**config.mk**
```make
export PLATFORM = sky130hd
export DESIGN_NAME = hevc_luma_interp_stream_flat
export DESIGN_NICKNAME = d
export VERILOG_FILES = /design/src/rtl/hevc_interp_pkg.sv /design/src/rtl/hevc_luma_interp_stream_if.sv /design/src/rtl/hevc_luma_tap_sum.sv /design/src/rtl/hevc_luma_interp_stream.sv /design/src/flat_wrapper.sv
export SDC_FILE = /design/constraint.sdc
export NUM_CORES = 1
export LEC_CHECK = 0
export ABC_AREA = 1
export CAP_MARGIN = 25
export CORE_MARGIN = 10
export CORE_UTILIZATION = 30
export CTS_BUF_LIST = sky130_fd_sc_hd__clkbuf_8
export CTS_CLUSTER_SIZE = 12
export DETAILED_ROUTE_END_ITERATION = 12
export DONT_BUFFER_PORTS = 1
export PLACE_DENSITY = 0.46
export SETUP_SLACK_MARGIN = 0.1
export SLEW_MARGIN = 25
export SYNTH_ARGS = -nofsm -noshare
export SYNTH_HDL_FRONTEND = slang
export SYNTH_SLANG_ARGS = --single-unit
```
**constraint.sdc**
```tcl
create_clock -name clock -period 5.96 [get_ports clock]
set_input_delay 1.49 -clock clock [delete_from_list [all_inputs] [get_ports clock]]
set_output_delay 1.49 -clock clock [all_outputs]
set_load 0.03 [all_outputs]
```
**src/rtl/hevc_interp_pkg.sv**
```systemverilog
// Shared constants for the HEVC luma interpolator: phase encodings,
// the 8-tap coefficient table, rounding constants and the sum width.
package hevc_interp_pkg;

  typedef enum logic [1:0] {
    PH_FULL = 2'd0,
    PH_Q1   = 2'd1,
    PH_HALF = 2'd2,
    PH_Q3   = 2'd3
  } phase_e;

  localparam int NUM_TAPS     = 8;
  localparam int FILTER_SHIFT = 6;
  localparam int ROUND_OFS    = 32;

  // Reference coefficients, tap 0 = oldest pixel. The datapath realises
  // these with shift-add terms; this table is the readable source of truth.
  localparam int LUMA_COEF [4][NUM_TAPS] = '{
    '{ 0, 0,   0, 64,  0,   0, 0,  0},
    '{-1, 4, -10, 58, 17,  -5, 1,  0},
    '{-1, 4, -11, 40, 40, -11, 4, -1},
    '{ 0, 1,  -5, 17, 58, -10, 4, -1}
  };

  // Signed sum width: worst-case positive gain is 88 and negative is 24,
  // both of which fit in 8 extra bits over the pixel.
  function automatic int sum_width(input int bit_depth);
    return bit_depth + 8;
  endfunction

endpackage

```
**src/rtl/hevc_luma_interp_stream_if.sv**
```systemverilog
// Pixel-in / sample-out stream bundle for the luma interpolator.
interface hevc_luma_interp_stream_if #(
  parameter int BIT_DEPTH = 8,
  parameter int TAG_W     = 8
);
  logic                 in_valid;
  logic                 in_ready;
  logic [BIT_DEPTH-1:0] in_pixel;
  logic                 in_sol;
  logic                 in_eol;
  logic [1:0]           in_phase;
  logic [TAG_W-1:0]     in_tag;
  logic                 out_valid;
  logic                 out_ready;
  logic [BIT_DEPTH-1:0] out_pixel;
  logic [TAG_W-1:0]     out_tag;
  logic                 out_eol;
  logic                 short_line_err;

  modport master (
    output in_valid, in_pixel, in_sol, in_eol, in_phase, in_tag, out_ready,
    input  in_ready, out_valid, out_pixel, out_tag, out_eol, short_line_err
  );

  modport slave (
    input  in_valid, in_pixel, in_sol, in_eol, in_phase, in_tag, out_ready,
    output in_ready, out_valid, out_pixel, out_tag, out_eol, short_line_err
  );
endinterface

```
**src/rtl/hevc_luma_tap_sum.sv**
```systemverilog
// Combinational 8-tap luma filter sum, shift-add only, for one phase.
// Full-pel returns 0; the caller bypasses the arithmetic for that phase.
module hevc_luma_tap_sum
  import hevc_interp_pkg::*;
#(
  parameter int BIT_DEPTH = 8,
  parameter int SW        = sum_width(BIT_DEPTH)
) (
  input  logic [7:0][BIT_DEPTH-1:0] win,
  input  phase_e                    phase,
  output logic signed [SW-1:0]      sum
);
  typedef logic signed [SW-1:0] s_t;

  s_t x [NUM_TAPS];

  function automatic s_t m4 (input s_t a); return a <<< 2;                          endfunction
  function automatic s_t m5 (input s_t a); return (a <<< 2) + a;                    endfunction
  function automatic s_t m10(input s_t a); return (a <<< 3) + (a <<< 1);            endfunction
  function automatic s_t m11(input s_t a); return (a <<< 3) + (a <<< 1) + a;        endfunction
  function automatic s_t m17(input s_t a); return (a <<< 4) + a;                    endfunction
  function automatic s_t m40(input s_t a); return (a <<< 5) + (a <<< 3);            endfunction
  function automatic s_t m58(input s_t a); return (a <<< 6) - (a <<< 2) - (a <<< 1); endfunction

  // Zero-extend each unsigned pixel into the signed sum domain.
  always_comb begin
    for (int k = 0; k < NUM_TAPS; k++) x[k] = s_t'({8'd0, win[k]});
  end

  // Per-phase shift-add tree; intermediate wrap is harmless since the final sum fits.
  always_comb begin
    sum = '0;
    case (phase)
      PH_Q1:   sum = -x[0] + m4(x[1]) - m10(x[2]) + m58(x[3]) + m17(x[4]) - m5(x[5]) + x[6];
      PH_HALF: sum = -x[0] + m4(x[1]) - m11(x[2]) + m40(x[3]) + m40(x[4]) - m11(x[5]) + m4(x[6]) - x[7];
      PH_Q3:   sum =  x[1] - m5(x[2]) + m17(x[3]) + m58(x[4]) - m10(x[5]) + m4(x[6]) - x[7];
      default: sum = '0;
    endcase
  end

endmodule

```
**src/rtl/hevc_luma_interp_stream.sv**
```systemverilog
// Streaming HEVC 8-tap luma interpolator. S1 = sliding window + metadata,
// S2 = filter sum, S3 = rounded/clipped output register. Every stage moves
// only when the output register is free or being drained.
module hevc_luma_interp_stream
  import hevc_interp_pkg::*;
#(
  parameter int BIT_DEPTH = 8,
  parameter int TAG_W     = 8
) (
  input logic                      clock,
  input logic                      reset_L,
  hevc_luma_interp_stream_if.slave io
);
  localparam int                   SW       = sum_width(BIT_DEPTH);
  localparam int                   STAGES   = 3;
  localparam logic [3:0]           FULL_CNT = 4'd8;
  localparam logic signed [SW-1:0] ROUND_S  = SW'(ROUND_OFS);
  localparam logic signed [SW-1:0] PIX_MAX  = SW'((1 << BIT_DEPTH) - 1);

  // S1: window and line state
  logic [7:0][BIT_DEPTH-1:0] win_d, win_q;
  logic [3:0]                fill_d, fill_q, fill_nxt;
  phase_e                    phase_d, phase_q;
  logic [TAG_W-1:0]          s1_tag_d, s1_tag_q;
  logic                      s1_eol_d, s1_eol_q;
  // S2: sum plus what the full-pel bypass needs
  logic signed [SW-1:0]      s2_sum_d, s2_sum_q;
  logic                      s2_full_d, s2_full_q;
  logic [BIT_DEPTH-1:0]      s2_w3_d, s2_w3_q;
  logic [TAG_W-1:0]          s2_tag_d, s2_tag_q;
  logic                      s2_eol_d, s2_eol_q;
  // S3: output register
  logic [BIT_DEPTH-1:0]      out_pixel_d, out_pixel_q;
  logic [TAG_W-1:0]          out_tag_d, out_tag_q;
  logic                      out_eol_d, out_eol_q;
  logic                      err_d, err_q;
  // vld_pipe_q[s] marks a real sample sitting in stage s
  logic [STAGES:1]           vld_pipe_d, vld_pipe_q;

  logic signed [SW-1:0]      tap_sum, rnd;
  logic [BIT_DEPTH-1:0]      clip_px;
  logic                      advance, accept;

  assign advance           = !vld_pipe_q[STAGES] || io.out_ready;
  assign accept            = io.in_valid && advance;
  assign io.in_ready       = advance;
  assign io.out_valid      = vld_pipe_q[STAGES];
  assign io.out_pixel      = out_pixel_q;
  assign io.out_tag        = out_tag_q;
  assign io.out_eol        = out_eol_q;
  assign io.short_line_err = err_q;

  hevc_luma_tap_sum #(.BIT_DEPTH(BIT_DEPTH), .SW(SW)) u_tap (
    .win   (win_q),
    .phase (phase_q),
    .sum   (tap_sum)
  );

  // Round, shift and two-sided clip of the S2 sum; full-pel passes w[3] through.
  always_comb begin
    rnd = (s2_sum_q + ROUND_S) >>> FILTER_SHIFT;
    if (s2_full_q)         clip_px = s2_w3_q;
    else if (rnd[SW-1])    clip_px = '0;
    else if (rnd > PIX_MAX) clip_px = '1;
    else                   clip_px = rnd[BIT_DEPTH-1:0];
  end

  // Next-state for window, fill count, line errors and the three stages.
  always_comb begin
    win_d       = win_q;
    fill_d      = fill_q;
    fill_nxt    = fill_q;
    phase_d     = phase_q;
    s1_tag_d    = s1_tag_q;
    s1_eol_d    = s1_eol_q;
    s2_sum_d    = s2_sum_q;
    s2_full_d   = s2_full_q;
    s2_w3_d     = s2_w3_q;
    s2_tag_d    = s2_tag_q;
    s2_eol_d    = s2_eol_q;
    out_pixel_d = out_pixel_q;
    out_tag_d   = out_tag_q;
    out_eol_d   = out_eol_q;
    err_d       = err_q;
    vld_pipe_d  = vld_pipe_q;
    if (advance) begin
      vld_pipe_d = {vld_pipe_q[STAGES-1:1], 1'b0};
      if (accept) begin
        win_d = {io.in_pixel, win_q[7:1]};
        // sol restarts the window; beats outside a line (fill 0) are dropped
        if (io.in_sol) begin
          fill_nxt = 4'd1;
          phase_d  = phase_e'(io.in_phase);
        end else if (fill_q == 4'd0) begin
          fill_nxt = 4'd0;
        end else if (fill_q != FULL_CNT) begin
          fill_nxt = fill_q + 4'd1;
        end
        vld_pipe_d[1] = (fill_nxt == FULL_CNT);
        s1_tag_d      = io.in_tag;
        s1_eol_d      = io.in_eol;
        if (io.in_eol) begin
          if (fill_nxt != 4'd0 && fill_nxt != FULL_CNT) err_d = 1'b1;
          fill_d = 4'd0;
        end else begin
          fill_d = fill_nxt;
        end
      end
      s2_sum_d  = tap_sum;
      s2_full_d = (phase_q == PH_FULL);
      s2_w3_d   = win_q[3];
      s2_tag_d  = s1_tag_q;
      s2_eol_d  = s1_eol_q;
      if (vld_pipe_q[2]) begin
        out_pixel_d = clip_px;
        out_tag_d   = s2_tag_q;
        out_eol_d   = s2_eol_q;
      end
    end
  end

  // State registers; reset discards everything in flight.
  always_ff @(posedge clock or negedge reset_L) begin
    if (!reset_L) begin
      win_q       <= '0;
      fill_q      <= '0;
      phase_q     <= PH_FULL;
      s1_tag_q    <= '0;
      s1_eol_q    <= 1'b0;
      s2_sum_q    <= '0;
      s2_full_q   <= 1'b0;
      s2_w3_q     <= '0;
      s2_tag_q    <= '0;
      s2_eol_q    <= 1'b0;
      out_pixel_q <= '0;
      out_tag_q   <= '0;
      out_eol_q   <= 1'b0;
      err_q       <= 1'b0;
      vld_pipe_q  <= '0;
    end else begin
      win_q       <= win_d;
      fill_q      <= fill_d;
      phase_q     <= phase_d;
      s1_tag_q    <= s1_tag_d;
      s1_eol_q    <= s1_eol_d;
      s2_sum_q    <= s2_sum_d;
      s2_full_q   <= s2_full_d;
      s2_w3_q     <= s2_w3_d;
      s2_tag_q    <= s2_tag_d;
      s2_eol_q    <= s2_eol_d;
      out_pixel_q <= out_pixel_d;
      out_tag_q   <= out_tag_d;
      out_eol_q   <= out_eol_d;
      err_q       <= err_d;
      vld_pipe_q  <= vld_pipe_d;
    end
  end

endmodule

```
**src/flat_wrapper.sv**
```systemverilog
// flat-port wrapper written by rule: the top's interface ports become plain ports
module hevc_luma_interp_stream_flat import hevc_interp_pkg::*;
#(
  parameter int BIT_DEPTH = 8,
  parameter int TAG_W     = 8
)
  (clock, reset_L, io_in_valid, io_in_pixel, io_in_sol, io_in_eol, io_in_phase, io_in_tag, io_out_ready, io_in_ready, io_out_valid, io_out_pixel, io_out_tag, io_out_eol, io_short_line_err);
  hevc_luma_interp_stream_if #(.BIT_DEPTH(BIT_DEPTH), .TAG_W(TAG_W)) io_i ();
  input logic clock;
  input logic reset_L;
  input wire logic [$bits(io_i.in_valid)-1:0] io_in_valid;
  input wire logic [$bits(io_i.in_pixel)-1:0] io_in_pixel;
  input wire logic [$bits(io_i.in_sol)-1:0] io_in_sol;
  input wire logic [$bits(io_i.in_eol)-1:0] io_in_eol;
  input wire logic [$bits(io_i.in_phase)-1:0] io_in_phase;
  input wire logic [$bits(io_i.in_tag)-1:0] io_in_tag;
  input wire logic [$bits(io_i.out_ready)-1:0] io_out_ready;
  output wire logic [$bits(io_i.in_ready)-1:0] io_in_ready;
  output wire logic [$bits(io_i.out_valid)-1:0] io_out_valid;
  output wire logic [$bits(io_i.out_pixel)-1:0] io_out_pixel;
  output wire logic [$bits(io_i.out_tag)-1:0] io_out_tag;
  output wire logic [$bits(io_i.out_eol)-1:0] io_out_eol;
  output wire logic [$bits(io_i.short_line_err)-1:0] io_short_line_err;
  assign io_i.in_valid = io_in_valid;
  assign io_i.in_pixel = io_in_pixel;
  assign io_i.in_sol = io_in_sol;
  assign io_i.in_eol = io_in_eol;
  assign io_i.in_phase = io_in_phase;
  assign io_i.in_tag = io_in_tag;
  assign io_i.out_ready = io_out_ready;
  assign io_in_ready = io_i.in_ready;
  assign io_out_valid = io_i.out_valid;
  assign io_out_pixel = io_i.out_pixel;
  assign io_out_tag = io_i.out_tag;
  assign io_out_eol = io_i.out_eol;
  assign io_short_line_err = io_i.short_line_err;
  hevc_luma_interp_stream #(.BIT_DEPTH(BIT_DEPTH), .TAG_W(TAG_W)) u_core (.clock(clock), .reset_L(reset_L), .io(io_i));
endmodule
```
Word-level counts from Yosys, hierarchy flattened

Index checks and enable logic that the tools add are counted.

Logic and storage cells: 86
Bits of input ports: 24
Output and inout bits: 20
Register bits after elaboration: 134

Equal/unequal tests: 6
Muxes and demuxes: 11
Magnitude comparators: 1
Reductions and logical operators: 11
$add $sub $neg: 35

Operator list:

| kind                                                           | number |
|---|---|
| adder 12 x 8 -> 13 bit                                         | 4 |
| adder 16 x 11 -> 16 bit                                        | 3 |
| adder 16 bit                                                   | 3 |
| case mux 16 bit (3 select lines)                               | 1 |
| adder 16 x 15 -> 16 bit                                        | 2 |
| subtractor 16 x 14 -> 16 bit                                   | 2 |
| subtractor 16 bit                                              | 2 |
| subtractor 16 x 9 -> 16 bit                                    | 2 |
| subtractor 14 x 10 -> 15 bit                                   | 2 |
| adder 13 x 11 -> 14 bit                                        | 2 |
| adder 11 x 9 -> 12 bit                                         | 2 |
| 2-to-1 mux 4 bit                                               | 6 |
| 2-to-1 mux 8 bit                                               | 3 |
| adder 10 x 8 -> 11 bit                                         | 2 |
| adder 16 x 14 -> 16 bit                                        | 1 |
| adder 16 x 7 -> 16 bit, second input constant                  | 1 |
| adder 16 x 9 -> 16 bit                                         | 1 |
| negator 8 -> 16 bit                                            | 1 |
| subtractor 15 x 10 -> 16 bit                                   | 1 |
| subtractor 16 x 10 -> 16 bit                                   | 1 |
| subtractor 16 x 12 -> 16 bit                                   | 1 |
| subtractor 9 x 16 -> 16 bit                                    | 1 |
| greater-than comparator 10 x 9 -> 1 bit, second input constant | 1 |
| inequality test 4 bit, second input constant                   | 2 |
| 14 further kinds                                               | 17 |

Longest topological paths before layout

Depth after elaboration: 9
Depth in mapped cells: 35
Gate-level depth less buffers: 35

Cells and area by module

A second synthesis with hierarchy kept.

Cell total of the unflattened synthesis: 1903
Area total of the unflattened synthesis: 15245.9 um2

Modules (own cells, without submodules):

| module                  | area an instance (um2) | instances | cells each | sequential area each (um2) |
|---|---|---|---|---|
| hevc_luma_tap_sum       | 10005.8                | 1         | 1322       | 0.0 |
| hevc_luma_interp_stream | 5240.0                 | 1         | 581        | 3228.1 |

Worst setup path before layout

No wires, ideal clock.

Kind: reg-to-reg
Start: register u_core.win_q[16] (netlist bit)
End: register u_core.s2_sum_q[15]
Arrival: 5.533 ns
Cell stages (with the launch flop): 27
Required time: 5.843 ns
Path slack: 0.311 ns
Cells stage by stage: dfrtp_1 -> ha_1 -> fa_1 -> ha_1 -> a21o_1 -> a31oi_1 -> o21ai_0 -> xor2_1 -> fa_1 -> fa_1 -> inv_1 -> fa_1 -> inv_1 -> fa_1 -> inv_1 -> ha_1 -> nand2_1 -> inv_1 -> and3_1 -> a21oi_1 -> nand2_1 -> nand3_1 -> nand2_1 -> inv_1 -> nand2_1 -> nand2_1 -> nand2_1

Cells in the longest elaborated chain, start to end: 9
Elaborated cells between the ends (all ways): 21
Those cells by class: 20 x add/sub; 1 x mux

Ends and longest elaborated chain:

| what                                  | RTL line                                         | source |
|---|---|---|
| start, declared                       | hevc_luma_interp_stream.sv:21                    | `logic [7:0][BIT_DEPTH-1:0] win_d, win_q;` |
| start signal, assigned                | hevc_luma_interp_stream.sv:141                   | `win_q <= win_d;` |
| adder 11 x 9 -> 12 bit                | hevc_luma_tap_sum.sv:19, hevc_luma_tap_sum.sv:20 |  |
| adder 12 x 8 -> 13 bit                | hevc_luma_tap_sum.sv:20                          | `function automatic s_t m11(input s_t a); return (a <<< 3) + (a <<< 1) + a; endfunction` |
| subtractor 16 x 14 -> 16 bit          | hevc_luma_tap_sum.sv:35                          | `PH_HALF: sum = -x[0] + m4(x[1]) - m11(x[2]) + m40(x[3]) + m40(x[4]) - m11(x[5]) + m4(x[6]) - x[7];` |
| adder 16 x 15 -> 16 bit (2 in series) | hevc_luma_tap_sum.sv:35                          |  |
| subtractor 16 x 14 -> 16 bit          | hevc_luma_tap_sum.sv:35                          |  |
| adder 16 x 11 -> 16 bit               | hevc_luma_tap_sum.sv:35                          |  |
| subtractor 16 x 9 -> 16 bit           | hevc_luma_tap_sum.sv:35                          |  |
| case mux 16 bit (3 select lines) *    | hevc_luma_tap_sum.sv:33                          | `case (phase)` |
| end signal, assigned                  | hevc_luma_interp_stream.sv:146                   | `s2_sum_q <= s2_sum_d;` |
| end, declared                         | hevc_luma_interp_stream.sv:27                    | `logic signed [SW-1:0] s2_sum_d, s2_sum_q;` |

Mark *: on every way between the ends. The rest lies on a longest branch, timed or not.
A chain may end at the register's enable or synchronous reset.

Worst setup path after layout

Start: register u_core.win_q[40] (netlist bit)
End: register u_core.s2_sum_q[12]

Cells in the longest elaborated chain, start to end: 6
Elaborated cells between the ends (all ways): 12
Those cells by class: 11 x add/sub; 1 x mux

Ends and longest elaborated chain:

| what                               | RTL line |
|---|---|
| adder 11 x 9 -> 12 bit             | hevc_luma_tap_sum.sv:19, hevc_luma_tap_sum.sv:20 |
| adder 12 x 8 -> 13 bit             | hevc_luma_tap_sum.sv:20 |
| subtractor 16 x 14 -> 16 bit       | hevc_luma_tap_sum.sv:35 |
| adder 16 x 11 -> 16 bit            | hevc_luma_tap_sum.sv:35 |
| subtractor 16 x 9 -> 16 bit        | hevc_luma_tap_sum.sv:35 |
| case mux 16 bit (3 select lines) * | hevc_luma_tap_sum.sv:33 |

Marks and branches as above.

==> impl_metrics.py <==
metrics = {
    "sta": {
        "fin_crit_ns": 5.60,
        "tightestPinTransition_ns": 0.983,
        "grt_setup_unrepaired": "yes",
        "clock_skew_ns": 0.0200,
        "hold_viol_final": 0,
        "finalCritPeriodShare_pct": 94.0,
        "tns_ns": 0,
        "slew_headroom_pct": 34.2,
        "maxSlewViolCount": 0,
        "fmax_mhz": 179,
        "setup_viol": 0,
    },
    "place": {
        "io_buffer_count": 0,
        "place_hpwl_mm": 40.8,
        "dp.cells": 2558,
        "gp_congestion": 0.913,
    },
    "final_layout": {
        "final_cells": 2600,
        "fin_nets": 2261,
        "drive_gt1_share_pct": 13.6,
        "diodes": 0,
        "postLayoutCoreUtil_pct": 35.1,
        "final_common_cell": "nand2_1",
        "final_cell_mix": "368 x nand2_1, 352 x inv_1, 155 x fa_1",
        "area_growth_pct": 15.4,
    },
    "clock_tree": {
        "clkTransAtPathRegs_ns": 0.08,
        "cts_sinks": 129,
        "cts_htree_levels": 4,
        "postCtsHoldBufs": 0,
        "cts_tree": "yes",
        "cts-root-buf": "clkbuf_8",
        "clock_latency_ns": 0.52,
        "clock_path_buffers": 2,
        "cts_buffers": 17,
    },
    "worst_setup_path": {
        "crit_buf_inv": 6,
        "critical_path_class": "reg -> reg",
        "worstSetupStartpointType": "flop",
        "r2r_start": "u_core.win_q[40]$_DFFE_PN0P_",
        "worstSetupEndpointType": "flop",
        "slowest_stage": "fa_1",
        "timing.rr.end": "u_core.s2_sum_q[12]$_DFFE_PN0N_",
        "crit_start": "u_core.win_q[40]$_DFFE_PN0P_",
        "max_stage_delay_ns": 0.53,
        "cp.arrival_ns": 6.00,
        "endpoint": "u_core.s2_sum_q[12]$_DFFE_PN0N_",
        "worstPathRequired_ns": 6.36,
        "cp_common_cell": "nand2_1",
        "crit_family": "adder cells",
        "ff2ff_path_depth": 28,
        "cp_num_cells": 28,
        "cp_max_fo": 3,
        "r2r_slack_ns": 0.36,
    },
    "yosys": {
        "netlist-cell-type-count": 56,
        "syn_area_per_cell_um2": 8.13,
        "synth_area_leaders": "dfrtp_1 22%, fa_1 21%, ha_1 13%",
        "synth_edf_count": 0,
        "yosysWarnings": 0,
        "yosysSeqAreaShare_pct": 21.6,
        "netlist_area_mm2": 0.0149,
        "synthCells": 1834,
        "synth_top_area_share_pct": 21.6,
        "synthArstFlopShare_pct": 100,
        "synth.largest_area_cell": "dfrtp_1",
        "synth_ff_type": "dfrtp_1",
        "ys_ff_latch": 129,
    },
    "global_routing": {
        "grt_pass1_wl_mm": 76.3,
        "antenna_found_initial": 0,
        "grt.total_usage_pct": 17.0,
        "overflow": 0,
        "first_global_vias": 12471,
        "grt_max_degree": 130,
    },
    "detailed_routing": {
        "viasPerCell": 4.67,
        "dr.pass1.iters": 5,
        "drt_iter0_markers": 704,
        "vias": 12152,
        "drt_wl_total_mm": 49.1,
        "route.detailed.drc": 0,
        "avgRoutedWirePerCell_um": 18.9,
        "ant_nets": 0,
    },
    "job": {
        "drv_cap": 0,
    },
    "floorplanning": {
        "die_h_um": 243,
        "core_mm2": 0.0491,
        "die_area_mm2": 0.0590,
        "ios": 44,
        "die_w_um": 243,
        "start_util_pct": 30.4,
        "num_rows": 81,
    },
    "hold_path": {
        "hp-class": "reg -> reg",
    },
    "status": {
        "status": "finished clean",
    },
}
## cell usage after synthesis (5+ instances only)
cell,count
fa_1,157
nor3_1,7
clkbuf_1,13
nand3b_1,7
nor2_2,11
clkinv_1,5
inv_2,13
a21oi_1,107
xnor2_1,18
a21boi_0,7
o22ai_1,5
nand3_1,87
nor2_1,75
ha_1,156
a21o_1,5
nand2_2,10
o21ai_1,18
o21bai_1,8
xor2_1,56
inv_1,358
nand2_1,374
buf_2,11
dfrtp_1,129
nand4_1,13
o21ai_0,124
## how the worst min path moves through the flow
stage          slack (ns)                             end                           start  depth (start not counted)
6_report             0.48  u_core.s1_tag_q[2]$_DFFE_PN0P_  u_core.s1_tag_q[2]$_DFFE_PN0P_                          2
5_1_grt              0.50  u_core.s1_tag_q[5]$_DFFE_PN0P_  u_core.s1_tag_q[5]$_DFFE_PN0P_                          2
4_1_cts              0.49  u_core.s1_tag_q[2]$_DFFE_PN0P_  u_core.s1_tag_q[2]$_DFFE_PN0P_                          2
3_5_place_dp         0.47  u_core.s1_tag_q[2]$_DFFE_PN0P_  u_core.s1_tag_q[2]$_DFFE_PN0P_                          2
3_3_place_gp         0.46     u_core.s2_eol_q$_DFFE_PN0N_     u_core.s1_eol_q$_DFFE_PN0P_                          2
2_1_floorplan        0.45  u_core.s1_tag_q[0]$_DFFE_PN0P_  u_core.s1_tag_q[0]$_DFFE_PN0P_                          2
## metrics by stage
step                      hold WS, ns  setup WS, ns  cell area (µm²)
after floorplan                 0.449         0.311            14900
after global placement          0.464        0.0585            16300
after detailed placement        0.466        0.0190            16300
after CTS                       0.489         0.112            16700
after global routing            0.503        0.0535            17200
final                           0.483         0.361            17200
## logic make-up (layout without fill, tap and decap cells)
family / count (synthesis) / after routing / share of synthesized area (%)
and+or+nand+nor: 605 / 605 / 17.5
buffers and inverters: 405 / 506 / 10.6
adders and majority gates: 313 / 313 / 34.2
AOI/OAI and AO/OA: 303 / 303 / 11.3
DFF: 129 / 129 / 21.6
xor gates and xnor gates: 78 / 78 / 4.86
other: 1 / 2 / 0.0251
## state kept, by name, summed over array words and instances (netlist names)
name and cells:
u_core.win_q 64, u_core.s2_tag_q 8, u_core.phase_q 2, u_core.io.short_line_err 1
u_core.s2_w3_q 8, u_core.io.out_eol 1, u_core.s2_eol_q 1, u_core.vld_pipe_q 3
u_core.s2_sum_q 11, u_core.io.out_pixel 8, u_core.s1_eol_q 1, u_core.s1_tag_q 8
u_core.s2_full_q 1, u_core.fill_q 4, u_core.io.out_tag 8
## layer usage
layer	up-vias	wire (µm)	track usage, %
met3	45	2040	2.33
met1	5951	23300	23.3
li1	5929	-	-
met4	0	1190	5.81
met2	227	22600	27.0
met5	-	0	0
## cell type report
type                            instances  area (µm²)
Fill cell                            5288       31800
Multi-Input combinational cell       1301       10600
Sequential cell                       129        3230
Inverter                              377        1420
Tap cell                              664         831
Timing Repair Buffer                   98         736
Clock buffer                           18         248
Clock inverter                         13         130
## repair_timing
item                       in CTS  in global routing
setup endpoints to repair       9                 10
pin swaps                       5                 32
gates resized for setup        12                 82
setup buffers                   1                  9
## worst reg2reg max path: cells and delay by family, from the launching register on
family | cells | cell delay, ns
xor gates and xnor gates | 1 | 0.21
adders and majority gates | 8 | 2.84
AOI/OAI and AO/OA | 7 | 1.01
and+or+nand+nor | 6 | 0.47
DFF | 1 | 0.42
buffers and inverters | 6 | 0.55
Power is left out: the tool's default activity adds up to more than one toggle a clock period on the data nets, which glitch-free logic cannot reach.
